<file path="config.mk">
export PLATFORM = sky130hd
export DESIGN_NAME = adc_tick_scheduler
export DESIGN_NICKNAME = d
export VERILOG_FILES = /design/src/rtl/adc_tick_scheduler.sv
export SDC_FILE = /design/constraint.sdc
export NUM_CORES = 1
export LEC_CHECK = 0
export CORE_MARGIN = 10
export CORE_UTILIZATION = 57
export CTS_BUF_LIST = sky130_fd_sc_hd__clkbuf_8
export CTS_CLUSTER_DIAMETER = 30
export DETAILED_ROUTE_END_ITERATION = 12
export GPL_ROUTABILITY_DRIVEN = 0
export GPL_TIMING_DRIVEN = 0
export PLACE_DENSITY = 0.78
export RECOVER_POWER = 100
export SLEW_MARGIN = 15
export SYNTH_ARGS = -nofsm -noshare
export SYNTH_HDL_FRONTEND = slang
export SYNTH_SLANG_ARGS = --single-unit
</file>
<file path="constraint.sdc">
create_clock -name clk_i -period 2.16 [get_ports clk_i]
set_input_delay 0.432 -clock clk_i [delete_from_list [all_inputs] [get_ports clk_i]]
set_output_delay 0.432 -clock clk_i [all_outputs]
set_load 0.01 [all_outputs]
</file>
<file path="src/rtl/adc_tick_scheduler.sv">
// Staggered ADC frame-tick scheduler: NUM_TAPS programmable delayed ticks, frame/overrun counters, watchdog.
// Optional ADC_TICK_SCHEDULER_TIMESTAMP_EN adds timestamp_o latched from a free-running cycle counter.
module adc_tick_scheduler #(
  parameter int NUM_TAPS = 4,
  parameter int CNT_W    = 10,
  parameter int FRAME_W  = 32,
  parameter int TIMEOUT  = 2048,
  parameter int RESTART  = 1
) (
  input  logic                      clk_i,
  input  logic                      reset_ni,
  input  logic                      tick_i,
  input  logic [NUM_TAPS*CNT_W-1:0] delay_i,
  output logic [NUM_TAPS-1:0]       tap_o,
  output logic                      active_o,
  output logic [FRAME_W-1:0]        frame_cnt_o,
  output logic                      overrun_o,
  output logic [15:0]               overrun_cnt_o,
  output logic                      timeout_o
`ifdef ADC_TICK_SCHEDULER_TIMESTAMP_EN
  ,
  output logic [31:0]               timestamp_o
`endif
);

  // state  | meaning
  // S_IDLE | no frame schedule pending
  // S_RUN  | phase counts cycles since the accepted tick; taps compare against shadow delays
  typedef enum logic {S_IDLE, S_RUN} state_t;

  localparam logic [15:0] TIMEOUT_L = 16'(TIMEOUT);

  state_t           state, state_next;
  logic [CNT_W-1:0] shadow [NUM_TAPS];
  logic [CNT_W-1:0] dmax, dmax_in, phase;
  logic [15:0]      idle_cnt;
  logic             last, accept, overrun_det;

  always_comb begin
    dmax_in = '0;
    for (int k = 0; k < NUM_TAPS; k++) begin
      if (delay_i[k*CNT_W +: CNT_W] > dmax_in) dmax_in = delay_i[k*CNT_W +: CNT_W];
    end
  end

  // A tick in the last tap cycle starts a new frame cleanly and is never an overrun.
  always_comb begin
    last        = (state == S_RUN) && (phase == dmax);
    overrun_det = tick_i && (state == S_RUN) && !last;
    accept      = tick_i && ((state == S_IDLE) || last || (RESTART != 0));
    state_next  = state;
    if (accept)    state_next = (dmax_in != '0) ? S_RUN : S_IDLE;
    else if (last) state_next = S_IDLE;
  end

  always_ff @(posedge clk_i or negedge reset_ni) begin
    if (!reset_ni) state <= S_IDLE;
    else           state <= state_next;
  end

  always_ff @(posedge clk_i or negedge reset_ni) begin
    if (!reset_ni) begin
      phase <= '0;
      dmax  <= '0;
      for (int k = 0; k < NUM_TAPS; k++) shadow[k] <= '0;
    end else if (accept) begin
      phase <= CNT_W'(1);
      dmax  <= dmax_in;
      for (int k = 0; k < NUM_TAPS; k++) shadow[k] <= delay_i[k*CNT_W +: CNT_W];
    end else if ((state == S_RUN) && !last) begin
      phase <= phase + CNT_W'(1);
    end
  end

  always_comb begin
    tap_o = '0;
    for (int k = 0; k < NUM_TAPS; k++) begin
      tap_o[k] = (state == S_RUN) && (shadow[k] != '0) && (phase == shadow[k]);
    end
  end

  assign active_o = (state == S_RUN);

  always_ff @(posedge clk_i or negedge reset_ni) begin
    if (!reset_ni) begin
      frame_cnt_o   <= '0;
      overrun_o     <= 1'b0;
      overrun_cnt_o <= '0;
    end else begin
      overrun_o <= overrun_det;
      if (accept) frame_cnt_o <= frame_cnt_o + FRAME_W'(1);
      if (overrun_det && (overrun_cnt_o != 16'hFFFF)) overrun_cnt_o <= overrun_cnt_o + 16'd1;
    end
  end

  // Watchdog: any tick, accepted or dropped, proves the ADC is alive.
  always_ff @(posedge clk_i or negedge reset_ni) begin
    if (!reset_ni)                   idle_cnt <= '0;
    else if (tick_i)                 idle_cnt <= '0;
    else if (idle_cnt != TIMEOUT_L)  idle_cnt <= idle_cnt + 16'd1;
  end

  assign timeout_o = (idle_cnt == TIMEOUT_L);

`ifdef ADC_TICK_SCHEDULER_TIMESTAMP_EN
  logic [31:0] cycle_cnt;

  always_ff @(posedge clk_i or negedge reset_ni) begin
    if (!reset_ni) begin
      cycle_cnt   <= '0;
      timestamp_o <= '0;
    end else begin
      cycle_cnt <= cycle_cnt + 32'd1;
      if (accept) timestamp_o <= cycle_cnt;
    end
  end
`endif

endmodule

</file>
==> impl_metrics.tcl <==
set metrics [dict create \
    area.growth.synth_to_final_pct 45.78 \
    status "finished, violations left" \
    synth_enable_flop_cells 0 \
    num_antenna_cells 0 \
    crit_path_end_kind "flip-flop" \
    power_mw 7.917 \
    rows 41 \
    timing.critical_path.required_ps 2540 \
    vias_per_cell 6.270 \
    numCtsBuffers 17 \
    grt_setup_unrepaired "yes" \
    cp_data_arrival_time_ps 5590 \
    final_common_cell "sky130_fd_sc_hd__dfrtp_1" \
    yosysSeqAreaShare 0.4324 \
    yosysUniqueCellTypes 59 \
    initial_utilization 0.5802 \
    netlist.top_cell.by_area "sky130_fd_sc_hd__dfrtp_1" \
    ys_ff_latch 126 \
    drtIter0Drc 647 \
    drive_gt1_frac 0.3619 \
    yosysWarnings 0 \
    clk_latency_ps 460 \
    setup_viol 36 \
    leakagePower_nw 4.592 \
    grt_antenna_before_repair 0 \
    finalCritPeriodShare 2.413 \
    post-route-worst-setup-slack_ps -3052 \
    chipHeight_um 133.1 \
    clockBufferDepth 2 \
    layout.cells.most_common_list "sky130_fd_sc_hd__dfrtp_1, sky130_fd_sc_hd__buf_4, sky130_fd_sc_hd__xnor2_1, sky130_fd_sc_hd__dlygate4sd3_1, sky130_fd_sc_hd__nand2_1" \
    failed_checks "max-capacitance violations, max-slew violations, negative setup slack" \
    final_design_area_no_fill_mm2 0.01063 \
    drcViolationCount 0 \
    irDropWorstVdd_uv 812.2 \
    max_clock_freq_mhz 191.9 \
    path_class "input pin to flip-flop" \
    timing.critical_path.fanout_max 7 \
    final_critical_delay_including_setup_and_external_delays_ps 5212 \
    final_report_hold_violation_count 0 \
    buffer_ports.inserted 97 \
    fin_nets 1001 \
    route.antenna.remaining_nets 0 \
    synth_area_per_cell_um2 10.20 \
    pre_cts_slack_ps -4189 \
    finalWirelength_um 25830 \
    power.density_cell_area_mw_per_mm2 744.8 \
    number_of_global_route_vias_before_repair 6878 \
    sort_of_element_at_the_start_of_the_critical_path "input pin" \
    synthesis.nets 793 \
    max_cap_violations 1 \
    ys_async_sr_fraction 1.000 \
    netlist_top_cells_area "sky130_fd_sc_hd__dfrtp_1, sky130_fd_sc_hd__xnor2_1, sky130_fd_sc_hd__mux2_2" \
    syn-cell-area_mm2 0.007292 \
    crit_path_top_delay_cell "sky130_fd_sc_hd__a211oi_2" \
    critPathMaxStageDelay_ps 340 \
    report.final.slew_viol_count 62 \
    grt.overflow.total 0 \
    grt_max_degree 66 \
    worst-slew-pin-transition_ps 1546 \
    drt_first_pass_iters 5 \
    holdCritPathClass "input pin to flip-flop" \
    worstPathBufferInverterCount 9 \
    die_area_mm2 0.01772 \
    cts_htree_levels 4 \
    detailroute.via_count 6935 \
    detailed_place.area_mm2 0.008722 \
    coreArea_mm2 0.01257 \
    dp_hpwl_um 14540 \
    tritoncts "yes" \
    synth_cells 715 \
    worst_clock_skew_ps 7.619 \
    clock_sink_count 126 \
    clkTransAtPathRegs_ps 70 \
    timing.slew.headroom -0.03073 \
    cts_root_buf "sky130_fd_sc_hd__clkbuf_8" \
    wire_length_of_the_first_global_routing_pass_um 35410 \
    die_w_um 133.1 \
    wl_per_cell_um 23.36 \
    ios 98 \
    post-synth-top-area-fraction 0.4324 \
    synth_ff_type "sky130_fd_sc_hd__dfrtp_1" \
    gate_family_responsible_for_the_most_delay_along_the_worst_path "compound AO/OA/AOI/OAI gates" \
    grtUsageTotal 0.2459 \
]
[per-stage QoR]
step           hold WS, ps  std cells  utilization  setup TNS, ps
6_report             215.3       1106       0.8458         -34710
5_1_grt              213.5       1106       0.8458         -39050
4_1_cts              209.4       1075       0.7939         -27890
3_5_place_dp         450.4        985       0.6940         -68700
3_3_place_gp         463.3        984       0.6917        -569250
2_1_floorplan        136.4        715            -         -27300
[power breakdown]
part           total (mW)  internal (mW)  switching [mW]
registers            3.01           2.64           0.375
logic                3.10           1.58            1.51
clock network        1.81          0.881           0.927
total                7.92           5.10            2.82
[state kept, by name, summed over array words and instances (netlist names)]
name,count
shadow,40
overrun_cnt_o,16
idle_cnt,16
frame_cnt_o,32
phase,10
overrun_o,1
dmax,10
active_o,1
[what timing repair did]
action,in CTS,in global routing
resized for setup,222,94
pin swaps,54,71
hold endpoints to repair,61,0
setup buffers,59,35
cloned,1,1
hold buffers,1,0
endpoints found under the setup margin,26,46
[area by class of cell]
| type | count | area, um2 |
|---|---|---|
| inverter | 30 | 150.1 |
| fill | 624 | 1938 |
| buffer | 24 | 205.2 |
| sequential | 126 | 3156 |
| clock buffer | 21 | 289.0 |
| multi-input combinational | 531 | 4805 |
| clock inverter | 9 | 47.55 |
| tap | 172 | 215.2 |
| timing repair buffer | 193 | 1763 |
[Yosys cell counts (all sizes together), types with 3 or more instances]
cell type,n
a211oi,6
a21oi,21
a31oi,3
a32oi,3
and3,15
buf,18
clkbuf,10
dfrtp,126
ha,35
inv,29
mux2,41
mux2i,7
nand2,53
nand2b,4
nand3,27
nand4,36
nor2,56
nor2b,3
nor3,14
nor4,13
o21a,3
o21ai,29
o221ai,5
o31ai,10
or2,3
or3,9
xnor2,76
xor2,37
[layer usage]
metal	up-vias	routed length [um]	GRT usage
met5	-	0	0
met4	0	1479	0.1088
met3	144	2090	0.05639
met2	418	12930	0.4289
met1	3410	9332	0.2820
li1	2963	-	-
[kinds of logic (layout without fill, tap and decap cells)]
logic type	after synthesis	count (layout)	share of synthesized area
simple gates	241	241	0.1668
flops	126	126	0.4324
xor+xnor	113	113	0.1357
compound gates	94	94	0.09266
buf+inv	58	277	0.03946
mux	48	48	0.07292
fa+ha+maj	35	35	0.06005
[worst paths after layout]
kind | start | slack, ps | endpoint | cells after the start
worst min register to register | frame_cnt_o[31] | 460 | frame_cnt_o[31] | 1
worst max register to register | phase[1] | -210 | overrun_cnt_o[9] | 10
max in group asynchronous | reset_ni | 230 | phase[4] | 3
worst max-delay path | delay_i[4] | -3050 | active_o | 28
min in group asynchronous | reset_ni | 890 | idle_cnt[5] | 2
worst min-delay path | delay_i[3] | 220 | shadow[33] | 2
[worst register-to-register path, delay by kind of cell (launching register included)]
family / cells / cell delay (ps)
compound gates: 2 / 530
xor+xnor: 2 / 290
buf+inv: 2 / 470
flops: 1 / 470
simple gates: 4 / 530
(Power assumes the default switching activity.)
